`config.mk`:
```
export PLATFORM = sky130hd
export DESIGN_NAME = pq_release
export DESIGN_NICKNAME = d
export VERILOG_FILES = /design/src/rtl/pq_pkg.sv /design/src/rtl/pq_obuf.sv /design/src/rtl/pq_release.sv
export SDC_FILE = /design/constraint.sdc
export NUM_CORES = 1
export LEC_CHECK = 0
export ABC_AREA = 1
export CORE_UTILIZATION = 50
export CTS_BUF_LIST = sky130_fd_sc_hd__clkbuf_8
export DETAILED_ROUTE_END_ITERATION = 10
export DONT_BUFFER_PORTS = 1
export GPL_TIMING_DRIVEN = 0
export PLACE_DENSITY_LB_ADDON = 0.08
export SLEW_MARGIN = 5
export SYNTH_ARGS = -nofsm -noshare
export SYNTH_HDL_FRONTEND = slang
export SYNTH_HIERARCHICAL = 1
export SYNTH_SLANG_ARGS = --single-unit
```
`constraint.sdc`:
```
create_clock -name clk -period 2.2 [get_ports clk]
set_input_delay 0.22 -clock clk [delete_from_list [all_inputs] [get_ports clk]]
set_output_delay 0.22 -clock clk [all_outputs]
set_load 0.01 [all_outputs]
```
`src/rtl/pq_pkg.sv`:
```
// Shared types for the shift-register priority queue and its release consumer.
package pq_pkg;

    localparam int KW = 4;
    localparam int VW = 4;

    typedef struct packed {
        logic [KW-1:0] key;
        logic [VW-1:0] val;
    } kv_t;

    typedef enum logic [1:0] {
        IDLE   = 2'd0,
        POP    = 2'd1,
        SETTLE = 2'd2
    } state_t;

endpackage

```
`src/rtl/pq_obuf.sv`:
```
// Two-entry oldest-first output FIFO that decouples queue pops from the consumer.
module pq_obuf #(
    parameter int W = 8
) (
    input  logic         clk,
    input  logic         rst_n,
    input  logic         wr,
    input  logic [W-1:0] din,
    output logic         valid,
    input  logic         ready,
    output logic [W-1:0] dout,
    output logic [1:0]   count
);

    // Handshake: an entry moves on every cycle where valid && ready at the clock edge;
    // while valid && !ready the head register is untouched, so dout holds stable.
    logic [W-1:0] head;
    logic [W-1:0] tail;
    logic         rd;

    assign valid = (count != 2'd0);
    assign rd    = valid && ready;
    assign dout  = head;

    always_ff @(posedge clk or negedge rst_n) begin
        if (!rst_n) begin
            head  <= '0;
            tail  <= '0;
            count <= 2'd0;
        end else begin
            case ({wr, rd})
                2'b11: begin
                    if (count == 2'd1) begin
                        head <= din;
                    end else begin
                        head <= tail;
                        tail <= din;
                    end
                end
                2'b01: begin
                    head  <= tail;
                    count <= count - 2'd1;
                end
                2'b10: begin
                    // A write into a full buffer is dropped; the caller never issues one.
                    if (count != 2'd2) begin
                        if (count == 2'd0) head <= din;
                        else               tail <= din;
                        count <= count + 2'd1;
                    end
                end
                default: ;
            endcase
        end
    end

endmodule

```
`src/rtl/pq_release.sv`:
```
// Event-scheduler consumer: pops the priority-queue head once its key (release time)
// is due against a local time counter and streams released entries out.
module pq_release
    import pq_pkg::*;
#(
    parameter int KW = pq_pkg::KW,
    parameter int VW = pq_pkg::VW,
    parameter int CW = 16
) (
    input  logic             clk,
    input  logic             rst_n,
    input  logic             en,
    input  logic             tick,
    input  logic [KW+VW-1:0] pq_kvo,
    input  logic             pq_empty,
    output logic             pq_pop,
    output logic             out_valid,
    input  logic             out_ready,
    output logic [KW-1:0]    out_key,
    output logic [VW-1:0]    out_val,
    output logic [KW-1:0]    now,
    output logic [CW-1:0]    rel_cnt,
    output logic [1:0]       buf_cnt,
    output state_t           fsm_state
);

    state_t           state;
    state_t           state_nxt;
    logic             due;
    logic [KW+VW-1:0] buf_dout;

    // Plain unsigned compare: after now wraps, larger keys simply wait for now to catch up.
    assign due = !pq_empty && (pq_kvo[KW+VW-1:VW] <= now);

    always_ff @(posedge clk or negedge rst_n) begin
        if (!rst_n) state <= IDLE;
        else        state <= state_nxt;
    end

    always_comb begin
        state_nxt = state;
        case (state)
            IDLE:    if (en && due && (buf_cnt < 2'd2)) state_nxt = POP;
            POP:     state_nxt = SETTLE;
            SETTLE:  state_nxt = IDLE;
            default: state_nxt = IDLE;
        endcase
    end

    // Only one pop is ever in flight, so checking buf_cnt in IDLE guarantees a free slot.
    assign pq_pop    = (state == POP);
    assign fsm_state = state;

    always_ff @(posedge clk or negedge rst_n) begin
        if (!rst_n) begin
            now     <= '0;
            rel_cnt <= '0;
        end else begin
            if (tick) now <= now + 1'b1;
            if (out_valid && out_ready) rel_cnt <= rel_cnt + 1'b1;
        end
    end

    pq_obuf #(.W(KW + VW)) u_obuf (
        .clk   (clk),
        .rst_n (rst_n),
        .wr    (pq_pop),
        .din   (pq_kvo),
        .valid (out_valid),
        .ready (out_ready),
        .dout  (buf_dout),
        .count (buf_cnt)
    );

    assign out_key = buf_dout[KW+VW-1:VW];
    assign out_val = buf_dout[VW-1:0];

endmodule

```
Yosys cells after proc, flatten, opt, wreduce, memory -nomap -nowiden
Cells that the tools add are included.
Storage, ports and cells
  bits in registers: 40
  word-level logic and storage cells: 49
  input bits: 14
  output and inout bits: 34
Operators by class
  multiplexer cells: 12
  equality and inequality tests: 11
  reductions and logical operators: 14
  order comparisons: 2
  add/sub/neg operators: 4
Operator list (number)
  8-bit 2-to-1 mux: 6
  8-bit case mux with 3 select lines: 1
  16-bit by 1-bit adder with 16-bit output (second input constant): 1
  8-bit case mux with 2 select lines: 1
  2-bit != test (second input constant): 4
  2-bit case mux with 2 select lines: 2
  2-bit by 1-bit equality test with 1-bit output (second input constant): 3
  2-bit nonzero test: 3
  4-bit by 1-bit adder with 4-bit output (second input constant): 1
  2-bit equality test (second input constant): 2
  4-bit <= comparator: 1
  1-bit logical AND: 4
  2-bit zero test: 2
  2-bit 2-to-1 mux: 2
  2-bit by 1-bit != test with 1-bit output (second input constant): 2
  4-bit AND reduction: 1
  3-bit AND reduction: 1
  3-bit nonzero test: 1
  2-bit by 1-bit adder with 2-bit output (second input constant): 1
  2-bit less-than comparator (second input constant): 1
  2-bit AND reduction: 1
  2-bit by 1-bit subtractor with 2-bit output (second input constant): 1
  1-bit zero test: 1

Logic depth before layout (Yosys ltp)
  depth after elaboration: 6
  gate-level depth with buffers: 12
  gate-level depth less buffers: 11

Cells and area by module
The synthesis kept the hierarchy.
Modules (own cells, without submodules)
  pq_obuf: area an instance 1238.7 um^2, cells an instance 186, times used 1, sequential area each 450.4 um^2
  pq_release: area an instance 1147.4 um^2, cells an instance 122, times used 1, sequential area each 550.5 um^2

Worst setup path after synthesis
No wires, ideal clock.
  path kind: register to register
  start: reg u_obuf.count[0]
  end: reg u_obuf.tail[0]
  path buffers: 1
  path slack: 0.413 ns
  required time: 2.084 ns
  arrival: 1.670 ns
  stages on the path, launching flop included: 12
  clock period less this slack: 1.787 ns
  library setup time: 0.116 ns
  cells stage by stage: dfrtp_1 -> inv_1 -> ha_1 -> nor2_1 -> inv_1 -> ha_1 -> nand2_1 -> o21a_1 -> buf_6 -> nand2_8 -> nand2_1 -> nand2_1
Between the ends
  cells in the longest elaborated chain, start to end: 5
  elaborated cells on any way between the ends: 13
  classes of those cells: eq/ne (7); mux (1); reduce/logical (5)
Ends and longest elaborated chain
  from (decl): RTL line pq_obuf.sv:12  | output logic [1:0] count
  from (signal assigned): RTL line pq_obuf.sv:42  | count <= count - 2'd1;
  from (signal assigned): RTL line pq_obuf.sv:49  | count <= count + 2'd1;
  2-bit nonzero test: RTL line pq_obuf.sv:21  | assign valid = (count != 2'd0);
  1-bit logical AND: RTL line pq_obuf.sv:22  | assign rd = valid && ready;
  2-bit equality test: RTL line pq_obuf.sv:31  | case ({wr, rd})
  2-bit != test (no line) (tied with other cells)
  4-bit AND reduction (no line)
  to (signal assigned): RTL line pq_obuf.sv:37  | tail <= din;
  to (signal assigned): RTL line pq_obuf.sv:48  | else tail <= din;
  to (decl): RTL line pq_obuf.sv:18  | logic [W-1:0] tail;
Parallel ways exist; a longest one is shown, timed or not.
A chain may end at the register's enable or synchronous reset.

Worst setup path in the final report
  start: reg u_obuf.count[1]
  end: reg u_obuf.tail[2]
Same word-level chain as after synthesis.

==> summary.txt <==
Outcome
  • Status: finished, violations left
  • Failing checks: DRC

Floorplan
  • Core ar.: between 4000 and 5000 sq um
  • DIE AREA: 5052 sq um
  • Die height: roughly 71 microns
  • Initial core utilization: 53.33%
  • Row count: 24
  • Die W: 71.08 microns
  • Boundary pin count: 48

Detailed routing
  • First drt pass iteration count: 10
  • DR iter-0 viols: 84
  • # DRC: 4
  • ANT nets after route: 0
  • DR vias: 1847
  • WL/cell: 12.37 microns
  • Average vias per placed instance: roughly 5.0
  • WL final: 4.591 mm

Global routing
  • Pin count of the biggest net entering global routing: 41
  • Total gr overflow: 0
  • Antenna violations before repair: 0
  • First-pass GRT wire length: 7.755 mm
  • GRT Total Usage: between 15 and 20%
  • Vias in the first global route: roughly 1700

Synth
  • Yosys reg bits: 40
  • Post-synth EDFFs: 0
  • Most area-hungry cell type in the Yosys netlist: dfrtp_1
  • Post-synth cell types: 30
  • Asr flop ratio synth: 100.0%
  • YS warnings: 6
  • Synth top area cells: dfrtp_1 42%, nand2_1 20%, ha_1 6.8%
  • Most common cell in the netlist: nand2_1
  • Syn_area_per_cell: 7.747 sq um
  • Synth top cells by count: 129 x nand2_1, 43 x inv_1, 40 x dfrtp_1
  • Gate Count Post-Synth: 308
  • Mapped Area: 2386 sq um
  • Synth Net Count: 335
  • Top FF cell, synth: dfrtp_1
  • Post-synth top area share: 41.95%
  • Register area share after synthesis: 41.95%

Setup path
  • Slowest Stage Delay on Critical Path: ~0.45 ns
  • Cell class contributing the biggest share of worst-path delay: adder cells
  • Worst Path Max Fanout: 9
  • CP Capture Type: register
  • Critical Path AT: 2.16 ns
  • Most frequent CP cell: nand2_1
  • Worst path buffer plus inverter count: 3
  • CP Class: register to register
  • Crit path launch type: register
  • Crit-path cells: inv_1 -> ha_1 -> nor2_2 -> inv_1 -> ha_1 -> nand2_1 -> o21a_1 -> buf_6 -> nand2_8 -> nand2_1 -> nand2_1
  • WP data required: 2.39 ns
  • Crit-path slowest cell: dfrtp_1

STA
  • Fin Clk Skew: approximately 0.0051 ns
  • TNS Setup: 0 ns
  • Achievable Freq: slightly above 500 MHz
  • Worst-margin pin slew: around 0.32 ns
  • Post-layout minimum cycle time: 1.977 ns
  • Slew Viols, Final: 0
  • Final period util: 89.86%
  • Slew headroom: 78.59%
  • # setup viols final: 0
  • Final Hold Fails: 0
  • PnR worst setup slack: 0.2232 ns
  • Unrepaired setup endpoints after global routing: no

Clock network
  • H-Tree Depth: 2
  • Worst-path clk slew: 0.08 ns
  • CTS tree: done
  • CTS Buffer Depth: 2
  • Root buffer cell: clkbuf_8
  • Sink Count: 40
  • Worst-Skew Late Latency: 0.29 ns
  • Setup Buffers After CTS: 0
  • CTS buffer count: 5

Placed design
  • Post-placement worst setup slack: 0.1199 ns
  • Placer Congestion: between 0.7 and 0.8
  • Port buffer count: 0
  • Detail Placement HPWL: between 3 and 4 mm

Final layout
  • Diode count: 0
  • Layout cells sized above 1: 11.60%
  • Area grow syn2layout: 8.862%
  • Layout net count: 345
  • Fill cells: a little over 400

Job
  • Max Cap Viol: 0

Hold path
  • HP Class: input port to register

Power
  • Peak VDD IR: between 0.8 and 0.9 mV
  • Pwr/cell area: roughly 1200 nW/um^2
  • Total leakage power: 1.394 nW
stage by stage:
stage / cells / power, mW / area (sq um) / hold slack [ns] / utilization, %
4_1_cts: 371 / 3.220 / 2589 / 0.02341 / 57.86
3_5_place_dp: 360 / 2.668 / 2451 / -0.07441 / 54.78
6_report: 371 / 3.196 / 2597 / 0.03873 / 58.05
3_3_place_gp: 360 / 2.632 / 2451 / -0.07444 / 54.78
5_1_grt: 371 / 3.510 / 2597 / 0.01398 / 58.05
2_1_floorplan: 308 / 2.367 / 2386 / -0.07559 / -
final timing paths:
kind                                 start        endpoint  slack [ns]  depth (start not counted)
max                        u_obuf/count[1]  u_obuf/tail[2]        0.22                         11
min                                   tick          now[1]        0.04                          1
max reg2reg                u_obuf/count[1]  u_obuf/tail[2]        0.22                         11
min reg2reg                 u_obuf/tail[1]  u_obuf/tail[1]        0.50                          2
max in group asynchronous            rst_n          now[0]        1.62                          2
min in group asynchronous            rst_n  u_obuf/tail[0]        0.37                          2
metal layers:
metal	wire (microns)	share of wire [%]	track usage (%)	up-vias
met1	2144	47	25.02	838
met2	2118	46	32.26	46
met5	0	0	0	-
met3	270	5.9	6.695	6
met4	57	1.2	5.333	0
li1	-	-	-	957
cells by family (layout without fill, tap and decap cells):
logic type,count (synthesis),in the layout,share of synthesized area (%)
mux,1,1,0.4719
buf+inv,53,64,9.438
compound gates,9,9,2.150
xor+xnor,14,14,5.139
simple gates,178,178,34.03
flops,40,40,41.95
fa+ha+maj,13,13,6.817
timing repair:
| action | CTS | global route |
|---|---|---|
| hold buffers | 3 | 0 |
| endpoints found under the setup margin | 0 | 14 |
| resized for setup | 0 | 3 |
| endpoints found under the hold margin | 41 | 0 |
worst register-to-register path, cell delays in order (launching register included):
cell and delay, ns:
dfrtp_1 0.45, inv_1 0.11, ha_1 0.26, nor2_2 0.18
inv_1 0.08, ha_1 0.24, nand2_1 0.09, o21a_1 0.13
buf_6 0.15, nand2_8 0.08, nand2_1 0.07, nand2_1 0.05
state kept, by name, indices dropped and copies added (netlist names):
signal and cells:
u_obuf/tail 8, u_obuf/dout 8, fsm_state 2, rel_cnt 16, now 4, u_obuf/count 2
cell usage in the layout, fill, tap and decap left out:
cell type,instances
xor2_1,7
xnor2_1,7
nor3b_1,1
ha_1,13
nand2_8,1
buf_12,1
a21oi_2,1
nand3_1,22
clkbuf_2,1
inv_1,42
dlygate4sd3_1,2
nor2_1,2
nand4_1,6
clkinvlp_4,3
nand3_4,2
inv_4,2
dfrtp_1,40
inv_2,2
buf_4,1
nor3_1,2
mux2_2,1
nor2_4,4
nand3_2,1
nand2_1,129
nor2_2,4
o21a_1,1
clkbuf_8,6
buf_6,2
buf_2,1
a21oi_1,3
nand2_2,3
clkinv_1,1
o21ai_0,4
or2_2,1
final cells by class:
class / count / area (sq um) / area share (%)
clock buffers: 6 / 82.58 / 3.179
plain buffers: 5 / 40.04 / 1.541
flip-flops and latches: 40 / 1001 / 38.54
well taps: 52 / 65.06 / 2.505
inverters: 48 / 188.9 / 7.274
clock inverters: 2 / 15.01 / 0.5780
repair buffers: 3 / 40.04 / 1.541
multi-input cells: 215 / 1165 / 44.85
power by group:
| group | internal (mW) | switching, mW | total, mW | leakage, nW |
|---|---|---|---|---|
| sequential | 0.994 | 0.342 | 1.34 | 0.503 |
| clock | 0.254 | 0.269 | 0.523 | 0.0434 |
| combinational | 0.513 | 0.824 | 1.34 | 0.848 |
Note: power is estimated with default switching activity, not from simulation.
